### src/rtl/lsu_ctrl.sv
// RV32I load/store unit: range/alignment checks, single-cycle aligned access, byte-beat split of
// misaligned accesses when LSU_MISALIGN_EN is defined (otherwise misaligned requests fault).
`timescale 1ns/1ps
module lsu_ctrl #(
  parameter int MEM_SIZE = 1024
) (
  input  logic        clk,
  input  logic        rst,
  input  logic        req_valid,
  output logic        req_ready,
  input  logic        req_we,
  input  logic [2:0]  req_funct3,
  input  logic [31:0] req_addr,
  input  logic [31:0] req_wdata,
  output logic        resp_valid,
  input  logic        resp_ready,
  output logic [31:0] resp_rdata,
  output logic        resp_err,
  output logic        dm_read,
  output logic        dm_write,
  output logic [1:0]  dm_size,
  output logic        dm_sign_extend,
  output logic [31:0] dm_addr,
  output logic [31:0] dm_wdata,
  input  logic [31:0] dm_rdata
);

  typedef enum logic [1:0] {
    IDLE   = 2'd0,
    ACCESS = 2'd1,
`ifdef LSU_MISALIGN_EN
    SPLIT  = 2'd2,
`endif
    RESP   = 2'd3
  } state_t;

  state_t      state, state_next;
  logic        lat_we;
  logic [2:0]  lat_f3;
  logic [31:0] lat_addr;
  logic [31:0] lat_wdata;
  logic        lat_err;
  logic [31:0] result;

  logic [1:0]  req_last;
  logic [32:0] req_end;
  logic        req_misaligned;
  logic        req_bad_code;
  logic        misalign_fault;
  logic        req_fault;
  logic        accept;

  // Request decode: N-1 from the width code, and the last byte touched computed in 33 bits
  // so that an address wrap past 2^32 also lands out of range.
  always_comb begin
    case (req_funct3[1:0])
      2'b00:   req_last = 2'd0;
      2'b01:   req_last = 2'd1;
      default: req_last = 2'd3;
    endcase
  end

  assign req_end        = {1'b0, req_addr} + {31'd0, req_last};
  assign req_misaligned = (req_funct3[1:0] == 2'b01 && req_addr[0]) ||
                          (req_funct3[1:0] == 2'b10 && req_addr[1:0] != 2'b00);
  assign req_bad_code   = (req_funct3 == 3'b011) || (req_funct3 == 3'b110) ||
                          (req_funct3 == 3'b111);
`ifdef LSU_MISALIGN_EN
  assign misalign_fault = 1'b0;
`else
  assign misalign_fault = req_misaligned;
`endif
  assign req_fault = req_bad_code | (req_we & req_funct3[2]) |
                     (req_end >= 33'(MEM_SIZE)) | misalign_fault;
  assign accept    = req_valid && (state == IDLE);

`ifdef LSU_MISALIGN_EN
  logic [1:0]  beat;
  logic [1:0]  beat_last;
  logic [31:0] split_result;

  // Only H/HU and W ever split, so bit 0 of the width code picks 2 or 4 beats.
  assign beat_last = lat_f3[0] ? 2'd1 : 2'd3;

  always_comb begin
    split_result = result;
    split_result[{beat, 3'b000} +: 8] = dm_rdata[7:0];
    if (beat == beat_last && lat_f3[1:0] == 2'b01)
      split_result[31:16] = lat_f3[2] ? 16'h0000 : {16{split_result[15]}};
  end

  always_ff @(posedge clk or posedge rst) begin
    if (rst)                 beat <= 2'd0;
    else if (state == SPLIT) beat <= beat + 2'd1;
    else                     beat <= 2'd0;
  end
`endif

  // NOTE: sequential state uses non-blocking assignments so every flop samples pre-edge values.
  always_ff @(posedge clk or posedge rst) begin
    if (rst) state <= IDLE;
    else     state <= state_next;
  end

  always_comb begin
    state_next = state;
    case (state)
      IDLE: begin
        if (req_valid) begin
          if (req_fault)           state_next = RESP;
`ifdef LSU_MISALIGN_EN
          else if (req_misaligned) state_next = SPLIT;
`endif
          else                     state_next = ACCESS;
        end
      end
      ACCESS: state_next = RESP;
`ifdef LSU_MISALIGN_EN
      SPLIT:  if (beat == beat_last) state_next = RESP;
`endif
      RESP:   if (resp_ready) state_next = IDLE;
      default: state_next = IDLE;
    endcase
  end

  // Request latch and load result; the result is cleared on accept so stores and faults return 0.
  always_ff @(posedge clk or posedge rst) begin
    if (rst) begin
      lat_we    <= 1'b0;
      lat_f3    <= 3'd0;
      lat_addr  <= 32'd0;
      lat_wdata <= 32'd0;
      lat_err   <= 1'b0;
      result    <= 32'd0;
    end else begin
      if (accept) begin
        lat_we    <= req_we;
        lat_f3    <= req_funct3;
        lat_addr  <= req_addr;
        lat_wdata <= req_wdata;
        lat_err   <= req_fault;
        result    <= 32'd0;
      end
      if (state == ACCESS && !lat_we) result <= dm_rdata;
`ifdef LSU_MISALIGN_EN
      if (state == SPLIT && !lat_we)  result <= split_result;
`endif
    end
  end

  // NOTE: every output gets a default before the case so no path leaves one unassigned (no latches).
  always_comb begin
    req_ready      = 1'b0;
    resp_valid     = 1'b0;
    resp_err       = 1'b0;
    resp_rdata     = 32'd0;
    dm_read        = 1'b0;
    dm_write       = 1'b0;
    dm_size        = 2'b00;
    dm_sign_extend = 1'b0;
    dm_addr        = 32'd0;
    dm_wdata       = 32'd0;
    case (state)
      IDLE: req_ready = ~rst;
      ACCESS: begin
        dm_read        = ~lat_we;
        dm_write       = lat_we;
        dm_size        = lat_f3[1:0];
        dm_sign_extend = ~lat_f3[2];
        dm_addr        = lat_addr;
        dm_wdata       = lat_wdata;
      end
`ifdef LSU_MISALIGN_EN
      SPLIT: begin
        dm_read  = ~lat_we;
        dm_write = lat_we;
        dm_addr  = lat_addr + {30'd0, beat};
        dm_wdata = {24'd0, lat_wdata[{beat, 3'b000} +: 8]};
      end
`endif
      RESP: begin
        resp_valid = 1'b1;
        resp_err   = lat_err;
        resp_rdata = result;
      end
      default: ;
    endcase
  end

endmodule
### config.mk
export PLATFORM = sky130hd
export DESIGN_NAME = lsu_ctrl
export DESIGN_NICKNAME = d
export VERILOG_FILES = /design/src/rtl/lsu_ctrl.sv
export SDC_FILE = /design/constraint.sdc
export NUM_CORES = 1
export LEC_CHECK = 0
export ABC_AREA = 1
export CORE_MARGIN = 2
export CORE_UTILIZATION = 40
export DETAILED_ROUTE_END_ITERATION = 16
export PLACE_DENSITY = 0.72
export SYNTH_ARGS = -nofsm -noshare
export SYNTH_HDL_FRONTEND = slang
export SYNTH_SLANG_ARGS = --single-unit
### constraint.sdc
create_clock -name clk -period 3.65 [get_ports clk]
set_input_delay 0.365 -clock clk [delete_from_list [all_inputs] [get_ports clk]]
set_output_delay 0.365 -clock clk [all_outputs]
set_load 0.1 [all_outputs]
Word level (Yosys, flattened, before mapping)
Index checks and enable logic that the tools add are counted.
{ "word_totals": {"reg_bits": 103, "output_inout_bits": 104} }
{ "classes": {"n_mux": 17, "n_eq_ne": 9, "n_reduce_logical": 13, "n_lt_le_gt_ge": 1, "n_bitwise": 7, "n_addsub": 1} }
{ "ops": {"columns": ["op", "count"], "rows": [
  ["$mux W32", 5],
  ["$add A32 B2 Y33", 1],
  ["$ge A33 B11 Y1 const B", 1],
  ["$mux W2", 4],
  ["$eq A3 B3 Y1 const B", 2],
  ["$mux W1", 6],
  ["$pmux W2 S3", 1],
  ["$eq A2 B1 Y1 const B", 2],
  ["$eq A2 B2 Y1 const B", 2],
  ["$logic_and A1 B1 Y1", 4],
  ["$logic_not A2 Y1", 2],
  ["$ne A2 B2 Y1 const B", 2],
  ["$pmux W2 S2", 1],
  ["$reduce_bool A2 Y1", 2],
  ["$eq A3 B2 Y1 const B", 1],
  ["$logic_or A1 B1 Y1", 3],
  ["$not A1 Y1", 3],
  ["$or A1 B1 Y1", 3],
  ["$reduce_and A2 Y1", 1],
  ["$and A1 B1 Y1", 1],
  ["$logic_not A1 Y1", 1]
]} }

Logic depth before layout (Yosys ltp)
{ "logic_depth": {"word_depth": 9, "mapped_depth": 17, "ltp_nobuf": 17} }

Least setup slack after synthesis
OpenSTA, ideal clock, no wires.
{ "synth_timing": {"kind": "register to output", "from": "register state[0]", "to": "output dm_addr[12]", "stages_incl_launch_ff": 7, "arrival_time_ns": 2.328, "path_slack_ns": 0.957, "path_buffers": 2, "cell_sequence": "dfrtp_1 > inv_1 > nor2_1 > clkinv_1 > clkbuf_1 > buf_1 > nor2_1"} }
{ "synth_between": {"elab_chain_len": 2} }
{ "synth_rtl": {"columns": ["element", "line_no", "source"], "rows": [
  ["start: declaration", "37", "state_t state, state_next;"],
  ["start signal: assignment", "102", "else state <= state_next;"],
  ["$eq A2 B1 Y1", "163", "case (state)"],
  ["$mux W32", "163", null],
  ["end: declaration", "23", "output logic [31:0] dm_addr,"]
]} }
No other way between the ends.

Final worst setup path
{ "layout_timing": {"from": "register state[0]", "to": "output dm_wdata[20]"} }
{ "layout_between": {"elab_chain_len": 2} }
{ "layout_rtl": {"columns": ["element", "line_no", "source"], "rows": [
  ["$eq A2 B1 Y1", "163", null],
  ["$mux W32", "163", null],
  ["end: declaration", "24", "output logic [31:0] dm_wdata,"]
]} }
No other way between the ends.

==> qor.tcl <==
set qor(post_synth_edffs) 0
set qor(yosysSeqAreaShare_pct) 46.9
set qor(power.leakage_nw) 3.82
set qor(hold_crit_path_type) {in -> async}
set qor(max_freq_mhz) 371
set qor(synth.net_count) 892
set qor(worst_ep_required_time_ns) 3.28
set qor(worstSkewPairLatency_ns) 0.35
set qor(cp.arrival_ns) 2.33
set qor(clk_pin_slew_ns) 0.07
set qor(maximum_number_of_pins_on_one_net_before_global_route_repair) 111
set qor(dieHeight_um) 121
set qor(detailed_place_hpwl_um) 11300
set qor(post_dp_cell_area_um2) 7500
set qor(share_of_cells_above_drive_strength_1_pct) 15.5
set qor(power.net_switching_mw) 4.12
set qor(final-setup-viol-count) 0
set qor(cap_violations) 0
set qor(synth.area.top_cells) {sky130_fd_sc_hd__dfrtp_1 47%, sky130_fd_sc_hd__nand2_1 14%, sky130_fd_sc_hd__nor2_1 9.6%}
set qor(final_area_um2) 7790
set qor(floorplan.core_area_um2) 13300
set qor(netlist_area_um2) 5500
set qor(timing.final.crit_period_ns) 2.70
set qor(layout_overhead_on_the_synthesized_area_pct) 41.6
set qor(proportion_of_power_drawn_by_the_clock_network_pct) 13.2
set qor(cts.repair.resized) 0
set qor(antennaDiodeCount) 0
set qor(slew_headroom_pct) 21.2
set qor(hold_buffers) 0
set qor(fin_hold_ws_ns) 0.477
set qor(vdd.ir_drop.worst_mv) 0.620
set qor(maxSlewViolCount) 0
set qor(synth_flop_cell) {sky130_fd_sc_hd__dfrtp_1}
set qor(regArea_um2) 2580
set qor(power.internal_mw) 3.07
set qor(post_synthesis_async_set_or_reset_flop_share_pct) 100
set qor(die_w_um) 121
set qor(timing_hold_violations_final) 0
set qor(crit_chain) {inv_1 -> nor2_1 -> inv_2 -> nor2_1 -> clkdlybuf4s50_1}
set qor(critical-path-top-cell-by-count) {sky130_fd_sc_hd__nor2_1}
set qor(n_fill_cell) 1298
set qor(total_power_density_per_cell_area_nw_per_um2) 922
set qor(via_per_inst) 4.56
set qor(cp-end-kind) {primary output}
set qor(detail_route.first_pass.iterations) 4
set qor(initialDrtViolationCount) 365
set qor(drc_errors) 0
set qor(via_count) 5290
set qor(tritoncts_num_sinks) 103
set qor(yosys.cell_types.count) 25
set qor(clock_skew_ns) 0.00502
set qor(yosys.area.top_type) {sky130_fd_sc_hd__dfrtp_1}
set qor(cts_inserted_buffers) 9
set qor(buffer_ports.inserted) 207
set qor(synth_area_per_cell_um2) 7.01
set qor(dieArea_um2) 14700
set qor(clock_tree.htree_level_count) 3
set qor(grtUsageTotal_pct) 21.4
set qor(cp_slowest_stage_delay_ns) 1.15
set qor(timing.critical_path.from_type) {flop}
set qor(power.combinational.fraction_pct) 61.8
set qor(cts_setup_buffers) 0
set qor(max_slew.worst_pin.slew_ns) 1.18
set qor(max-clock-path-buffers) 2
set qor(first_pass_grt_wire_length_um) 24800
set qor(num_rows) 42
set qor(rsz0062_at_grt) {no}
set qor(cp.buffers_inverters) 3
set qor(synth_top_area_share_pct) 46.9
set qor(finalCoreUtilization_pct) 58.4
set qor(path_class) {reg -> out}
set qor(run_status) {complete, no violations}
set qor(post_synth_inst_count) 785
set qor(switching_share_pct) 57.3
set qor(antenna_violations_before_repair) 0
set qor(synthesis.yosys.warnings) 0
set qor(grt_pass1_vias) 5062
set qor(route.final.wire_length_um) 15300
set qor(multiInputGateArea_um2) 2320
set qor(initial_core_util_pct) 41.2
set qor(ys_ff_latch) 103
set qor(critical_path.slowest_cell) {sky130_fd_sc_hd__clkdlybuf4s50_1}
set qor(crit_path_max_fanout) 13
set qor(final_net_count) 1086
set qor(timing.setup.tns_ns) 0
set qor(finalCritPeriodShare_pct) 73.9
set qor(drt.antenna.violating_nets) 0
set qor(clock_tree_from_tritoncts) {built}
set qor(crit_family) {buffers and inverters}
set qor(top_level_ports) 208
set qor(wl_per_cell_um) 13.2
set qor(root_buffer) {sky130_fd_sc_hd__clkbuf_16}
set qor(gpl.final_weighted_congestion) 0.849
set qor(grt.overflow.total) 0
set qor(power.share.sequential_pct) 25.0
[power groups by stage]
stage | Sequential [mW] | Combinational (mW) | Clock (mW)
after floorplan | 1.78 | 3.49 | 0
after global placement | 1.79 | 4.44 | 0
after detailed placement | 1.82 | 4.46 | 0
after CTS | 1.80 | 4.48 | 0.976
after global routing | 1.85 | 4.75 | 1.02
final | 1.79 | 4.44 | 0.949
[Yosys cell counts (3+ instances only)]
cell type                  count
sky130_fd_sc_hd__clkbuf_1     19
sky130_fd_sc_hd__nor2_2       12
sky130_fd_sc_hd__nor2_1      141
sky130_fd_sc_hd__nand3_1      19
sky130_fd_sc_hd__nand2_2       6
sky130_fd_sc_hd__nand3b_1      8
sky130_fd_sc_hd__nor2_4        5
sky130_fd_sc_hd__buf_2         5
sky130_fd_sc_hd__inv_1       130
sky130_fd_sc_hd__nand4_1       5
sky130_fd_sc_hd__o21bai_1      3
sky130_fd_sc_hd__o21ai_0      93
sky130_fd_sc_hd__nand2_1     210
sky130_fd_sc_hd__o21ai_1       9
sky130_fd_sc_hd__dfrtp_1     103
sky130_fd_sc_hd__buf_1         6
[flip-flops by register name, summed over array words and instances (netlist names)]
| name | count |
|---|---|
| lat_addr | 32 |
| lat_err | 1 |
| lat_f3 | 3 |
| lat_wdata | 32 |
| lat_we | 1 |
| result | 32 |
| state | 2 |
[stage by stage]
stage                     instances  power, mW  setup WS, ns
after floorplan                 785       5.27         0.581
after global placement         1144       6.23         0.943
after detailed placement       1144       6.28         0.888
after CTS                      1160       7.25         0.932
after global routing           1160       7.62         0.797
final                          1160       7.18         0.952
[kinds of logic after synthesis]
logic type	synth area share [%]
simple gates	31.3
fa+ha+maj	0.819
flops	46.9
buf+inv	11.1
compound gates	9.94
[per-layer routing]
metal	up-vias	wire length [um]	track usage (%)
met5	-	0	0
met4	0	290	7.69
met3	17	868	3.67
met2	151	7050	34.6
met1	2372	7100	29.1
li1	2750	-	-
[final cells by class]
class | count | area share, %
Sequential cell | 103 | 33.1
Multi-Input combinational cell | 521 | 29.8
Timing Repair Buffer | 213 | 24.2
Inverter | 131 | 6.34
Clock buffer | 12 | 3.42
Tap cell | 176 | 2.83
Clock inverter | 4 | 0.353
[worst paths after layout]
check | startpoint | to | slack (ns) | cells past startpoint
min in group clk | lat_err$_DFFE_PP0P_ | lat_err$_DFFE_PP0P_ | 0.49 | 2
max | state[0]$_DFFE_PP0P_ | dm_wdata[20] | 0.95 | 5
max reg2reg | state[0]$_DFFE_PP0P_ | result[9]$_DFFE_PP0P_ | 1.64 | 8
min reg2reg | lat_err$_DFFE_PP0P_ | lat_err$_DFFE_PP0P_ | 0.49 | 2
max in group asynchronous | rst | lat_addr[15]$_DFFE_PP0P_ | 2.47 | 3
min | rst | result[17]$_DFFE_PP0P_ | 0.48 | 2
[cells in the final DEF, fill, tap and decap left out, drive strengths merged]
| cell type | netlist | layout |
|---|---|---|
| nand3b | 8 | 8 |
| nor3 | 1 | 1 |
| clkdlybuf4s50 | 0 | 105 |
| ha | 2 | 2 |
| nand3 | 19 | 19 |
| nor2 | 159 | 159 |
| o21bai | 3 | 3 |
| buf | 11 | 108 |
| inv | 130 | 132 |
| clkbuf | 19 | 12 |
| and2 | 2 | 2 |
| nand4 | 5 | 5 |
| dfrtp | 103 | 103 |
| a22oi | 1 | 1 |
| clkinv | 1 | 3 |
| o22ai | 1 | 1 |
| o21ai | 102 | 102 |
| nand2 | 217 | 217 |
| fa | 1 | 1 |
No activity file was read; power rests on OpenSTA's default activity.
